### config.mk
export PLATFORM = sky130hd
export DESIGN_NAME = decoder_nto2n_reg
export DESIGN_NICKNAME = d
export VERILOG_FILES = /design/src/rtl/decoder_nto2n_reg.sv
export SDC_FILE = /design/constraint.sdc
export NUM_CORES = 1
export LEC_CHECK = 0
export ABC_AREA = 0
export CORE_MARGIN = 2
export CORE_UTILIZATION = 55
export CTS_CLUSTER_DIAMETER = 60
export CTS_CLUSTER_SIZE = 14
export DETAILED_ROUTE_END_ITERATION = 8
export GPL_TIMING_DRIVEN = 0
export MAX_ROUTING_LAYER = met4
export PLACE_DENSITY = 0.79
export SYNTH_ARGS = -nofsm -noshare
export SYNTH_HDL_FRONTEND = slang
export SYNTH_SLANG_ARGS = --single-unit
### constraint.sdc
create_clock -name clk -period 2.56 [get_ports clk]
set_input_delay 0.768 -clock clk [delete_from_list [all_inputs] [get_ports clk]]
set_output_delay 0.768 -clock clk [all_outputs]
set_load 0.1 [all_outputs]
### src/rtl/decoder_nto2n_reg.sv
// Registered N-to-2^N one-hot decoder with enable, valid/ready output and an auto-walking scan mode.
// Optional DECODER_ONEHOT_CHECK_EN adds a sticky one-hot/expected-word checker driving err.
module decoder_nto2n_reg #(
  parameter  int unsigned SEL_W = 3,
  localparam int unsigned OUT_W = 1 << SEL_W
) (
  input  logic             clk,
  input  logic             rst_n,
  input  logic [SEL_W-1:0] din,
  input  logic             en,
  input  logic             mode,
  input  logic             in_valid,
  output logic             in_ready,
  output logic [OUT_W-1:0] y,
  output logic             out_valid,
  input  logic             out_ready,
  output logic             busy,
  output logic             scan_done,
  output logic             err
);

  typedef enum logic [1:0] {IDLE, HOLD, SCAN} state_e;

  state_e           state_q, state_d;
  logic [SEL_W-1:0] ptr_q, ptr_d;
  logic [SEL_W-1:0] last_q, last_d;
  logic [SEL_W-1:0] ptr_inc;
  logic [OUT_W-1:0] y_q, y_d;
  logic             out_valid_q, out_valid_d;
  logic             busy_q, busy_d;
  logic             scan_done_q, scan_done_d;
  logic             accept;
  logic             xfer;

  assign in_ready = !busy_q && (!out_valid_q || out_ready);
  assign accept   = in_valid && in_ready;
  assign xfer     = out_valid_q && out_ready;
  assign ptr_inc  = ptr_q + SEL_W'(1);

  // State register
  always_ff @(posedge clk or negedge rst_n) begin
    if (!rst_n) begin
      state_q     <= IDLE;
      ptr_q       <= '0;
      last_q      <= '0;
      y_q         <= '0;
      out_valid_q <= 1'b0;
      busy_q      <= 1'b0;
      scan_done_q <= 1'b0;
    end else begin
      state_q     <= state_d;
      ptr_q       <= ptr_d;
      last_q      <= last_d;
      y_q         <= y_d;
      out_valid_q <= out_valid_d;
      busy_q      <= busy_d;
      scan_done_q <= scan_done_d;
    end
  end

  // Next-state and output logic; everything holds unless a beat moves
  always_comb begin
    state_d     = state_q;
    ptr_d       = ptr_q;
    last_d      = last_q;
    y_d         = y_q;
    out_valid_d = out_valid_q;
    busy_d      = busy_q;
    scan_done_d = scan_done_q;
    case (state_q)
      IDLE, HOLD: begin
        if (accept) begin
          out_valid_d = 1'b1;
          scan_done_d = 1'b0;
          if (mode && en) begin
            ptr_d   = din;
            last_d  = din - SEL_W'(1);
            y_d     = OUT_W'(1) << din;
            busy_d  = 1'b1;
            state_d = SCAN;
          end else begin
            y_d     = en ? (OUT_W'(1) << din) : '0;
            busy_d  = 1'b0;
            state_d = HOLD;
          end
        end else if (xfer) begin
          out_valid_d = 1'b0;
          state_d     = IDLE;
        end
      end
      SCAN: begin
        if (xfer) begin
          if (scan_done_q) begin
            out_valid_d = 1'b0;
            busy_d      = 1'b0;
            scan_done_d = 1'b0;
            state_d     = IDLE;
          end else begin
            ptr_d       = ptr_inc;
            y_d         = OUT_W'(1) << ptr_inc;
            scan_done_d = (ptr_inc == last_q);
          end
        end
      end
      default: begin
        state_d     = IDLE;
        out_valid_d = 1'b0;
        busy_d      = 1'b0;
        scan_done_d = 1'b0;
      end
    endcase
  end

  assign y         = y_q;
  assign out_valid = out_valid_q;
  assign busy      = busy_q;
  assign scan_done = scan_done_q;

`ifdef DECODER_ONEHOT_CHECK_EN
  logic [SEL_W-1:0] code_q;
  logic             en_q;
  logic             err_q;
  logic [OUT_W-1:0] exp_word;

  // Expected word rebuilt from the last accepted code, or the walking pointer in scan
  assign exp_word = (state_q == SCAN) ? (OUT_W'(1) << ptr_q)
                                      : (en_q ? (OUT_W'(1) << code_q) : '0);

  always_ff @(posedge clk or negedge rst_n) begin
    if (!rst_n) begin
      code_q <= '0;
      en_q   <= 1'b0;
      err_q  <= 1'b0;
    end else begin
      if (accept) begin
        code_q <= din;
        en_q   <= en;
      end
      if (out_valid_q && ((y_q != exp_word) || ($countones(y_q) > 1))) begin
        err_q <= 1'b1;
      end
    end
  end

  assign err = err_q;
`else
  assign err = 1'b0;
`endif

endmodule

==> implementation parameters <==
Parameter                              Value

Synthesis
  Ys Warns    0
  Leading post-synthesis cells by cell area    sky130_fd_sc_hd__dfrtp_1 (40%), sky130_fd_sc_hd__ha_1 (10%), sky130_fd_sc_hd__a32oi_1 (5.9%)
  Mapped cell area    between 1000 and 1500 µm²
  Combinational family with the most area after synthesis    compound AO/OA/AOI/OAI gates
  Distinct cell type count of the synthesized netlist    34
  Cells after Synth    approximately 120
  Mux cell area share after synthesis    0%
  Net count after synthesis    140
  Share of synthesized area occupied by flip-flops and latches    about 40%
  Area leader, netlist    sky130_fd_sc_hd__dfrtp_1
  Synthesized area per cell    just under 10 µm²
  Top cell type's share of synthesized area    about 40%
  #FFs+latches synth    19
  Complex-gate fraction of the synthesized area    21.6%
  Adder-cell share of the synthesized area    about a tenth
  Share of the synthesized netlist area taken by xor and xnor gates    roughly 4.4%
  Synth Area in Simple Gates    between 10% and 20%

Global route
  Congestion Overflow GR    0
  Global router's overall resource usage    a little under a quarter
  Largest net degree at the start of global routing    20
  Wire length of the first global-routing pass    4190 µm
  Number of global-route vias before repair    slightly above 900
  Initial antenna violation count    0

Timing
  Period Utilization, post-route    between 90% and 100%
  Final critical-path required period    around 2.5 ns
  Slew Limit Headroom    between 30% and 40%
  Setup repair after global routing missed its margin    false
  Highest achievable clock rate    around 410 MHz
  Number of hold-slack violations in the final timing report    0
  Min setup slack post-route    between 0.09 and 0.1 ns
  Final Skew    roughly 0.0051 ns
  Final count of pins violating max slew    0
  Slew @ Worst Pin    around 1 ns
  Setup-violating endpoint count in the final report    0

Critical path
  Highest cell delay on the worst timing path    between 0.8 and 0.9 ns
  Series of cell instances along the critical path    dlygate4sd2_1
  FF-to-FF Start    ptr_q[0]
  Data arrival time of the critical path    approximately 1.7 ns
  Standard cell with the maximum stage delay on the critical path    sky130_fd_sc_hd__dlygate4sd2_1
  Critical path launch point    scan_done
  Critical Path End    scan_done
  Reg-to-reg setup timing slack    approximately 0.86 ns
  Biggest fanout along the worst timing path    7
  Depth of the most critical reg-to-reg path    4
  WP data required    1.79 ns
  Endpoint kind of the worst setup timing path    output pin
  Critical path buffers and inverters    1
  CP Class    flip-flop to output pin
  Top Family by Delay on Critical Path    buffers and inverters
  Worst path depth    1
  Launching element type of the critical path    flip-flop
  R2r endpoint    scan_done

Placement
  Placer congestion estimate    about 0.83
  Post-detailed-placement half-perimeter wirelength    1850 µm
  Port buffer count    20
  Pre-CTS worst setup slack    -0.954 ns

Route
  Number of DRC violations after detailed-routing iteration 0    18
  Vias    approximately 960
  DRC viols    0
  Wire length reported by the detailed router    between 2000 and 3000 µm
  Detail-routed net length per standard cell    roughly 15 µm
  Remaining antenna violation count    0
  Drt pass-1 iters    4
  Via density    roughly 5.6

Cells and area
  Footprint of the multi-input gates    just under 700 µm²
  Diodes inserted    0
  Most frequent standard cell in the layout excluding fill and tap cells    sky130_fd_sc_hd__dfrtp_1
  Area overhead of the layout relative to synthesis    22.6%
  Fraction of final layout cells with drive strength greater than 1    approximately 14%
  Top library cells by usage in the layout, fill and taps aside    sky130_fd_sc_hd__dfrtp_1 (19), sky130_fd_sc_hd__nor2_1 (13), sky130_fd_sc_hd__a21oi_1 (12)
  # fillers    between 150 and 200
  Nets@finish    between 150 and 200
  Reg area    roughly 480 µm²

Floorplan
  Row cnt    16
  Die extent in y    slightly above 50 µm
  Die ar.    2560 µm²
  Starting density of the core    around three fifths
  Number of top-level pins    22
  Core area    2000 µm²
  Width of the die    ~51 µm

Clock network
  Post-cts hold buffer count    0
  CTS tree    done
  Longest Clk Path Bufs    2
  H-Tree Depth    1
  Clock input transition at the sequential cells of the worst setup and hold paths    roughly 0.11 ns
  Number of clock sinks seen by CTS    19
  Clock insertion delay at the later pin of the skew report    roughly 0.30 ns
  Master cell of the clock root buffer    sky130_fd_sc_hd__clkbuf_4
  Number of clock buffers inserted by TritonCTS    3

Min path
  Hold Crit Start    last_q[2]
  Class of the worst hold path    flip-flop to flip-flop

Status
  Result of the run    completed

Job
  # Max-Cap Violations    0
[kinds of logic after synthesis]
| family | Yosys count |
|---|---|
| AOI/OAI and AO/OA | 34 |
| xor gates and xnor gates | 6 |
| adders and majority gates | 10 |
| buffers and inverters | 9 |
| DFF | 19 |
| other | 1 |
| and+or+nand+nor | 42 |
[worst min path at each step]
stage,endpoint,cells past startpoint,slack (ns)
6_report,last_q[2],2,0.51
5_1_grt,last_q[2],2,0.54
4_1_cts,last_q[2],2,0.51
3_5_place_dp,last_q[2],2,0.49
3_3_place_gp,last_q[1],2,0.48
2_1_floorplan,busy,0,0.47
[routing by layer]
metal / track usage, % / part of all wire (%) / vias to the layer above
li1: - / - / 479
met1: 30.1 / 47 / 443
met2: 33.8 / 46 / 32
met3: 4.17 / 5.2 / 5
met4: 10.4 / 1.8 / 0
met5: - / 0 / -
[synthesized netlist by cell type (all sizes together)]
library cell	count
a21oi	12
or4	1
inv	4
ha	10
a32oi	8
conb	1
nor2b	2
xor2	2
and3	2
o211ai	2
o41ai	1
dfrtp	19
nand2	11
o22ai	1
nor2	14
or3	1
xnor2	4
o32ai	1
nand4b	1
or2	1
buf	5
nor3b	2
nor4	1
o21ai	7
o2bb2ai	1
a21o	1
nand3	4
nand2b	2
[worst min-delay path: stages, from the launching register on]
cell                      delay (ns)
sky130_fd_sc_hd__dfrtp_1        0.37
sky130_fd_sc_hd__nand2_1        0.06
sky130_fd_sc_hd__o21ai_2        0.05
[flip-flops by register name, indices dropped and copies added, names as in the netlist]
name	count
busy	1
last_q	3
out_valid	1
ptr_q	3
scan_done	1
state_q	2
y	8
[per-stage QoR]
step / instances / util (%) / hold slack, ns / cell area [µm²] / TNS (ns)
global route: 172 / 73.1 / 0.543 / 1460 / 0
CTS: 172 / 72.8 / 0.513 / 1460 / 0
detailed placement: 168 / 71.7 / 0.488 / 1440 / -0.954
finish: 172 / 73.1 / 0.510 / 1460 / 0
global placement: 168 / 71.7 / 0.484 / 1440 / -0.916
floorplan: 121 / - / 0.471 / 1200 / 0
[repair_timing]
| action | in CTS | in global routing |
|---|---|---|
| setup endpoints to repair | 9 | 3 |
| buffers inserted | 0 | 0 |
| gates resized for setup | 17 | 3 |
[cell type report]
class | count | area share, %
buffer | 5 | 2.91
clock buffer | 4 | 1.79
inverter | 4 | 1.03
multi-input combinational | 93 | 46.0
sequential | 19 | 32.5
tap | 27 | 2.31
timing repair buffer | 20 | 13.5
Power is left out: the tool's default activity adds up to more than one toggle a clock period on the data nets, which glitch-free logic cannot reach.
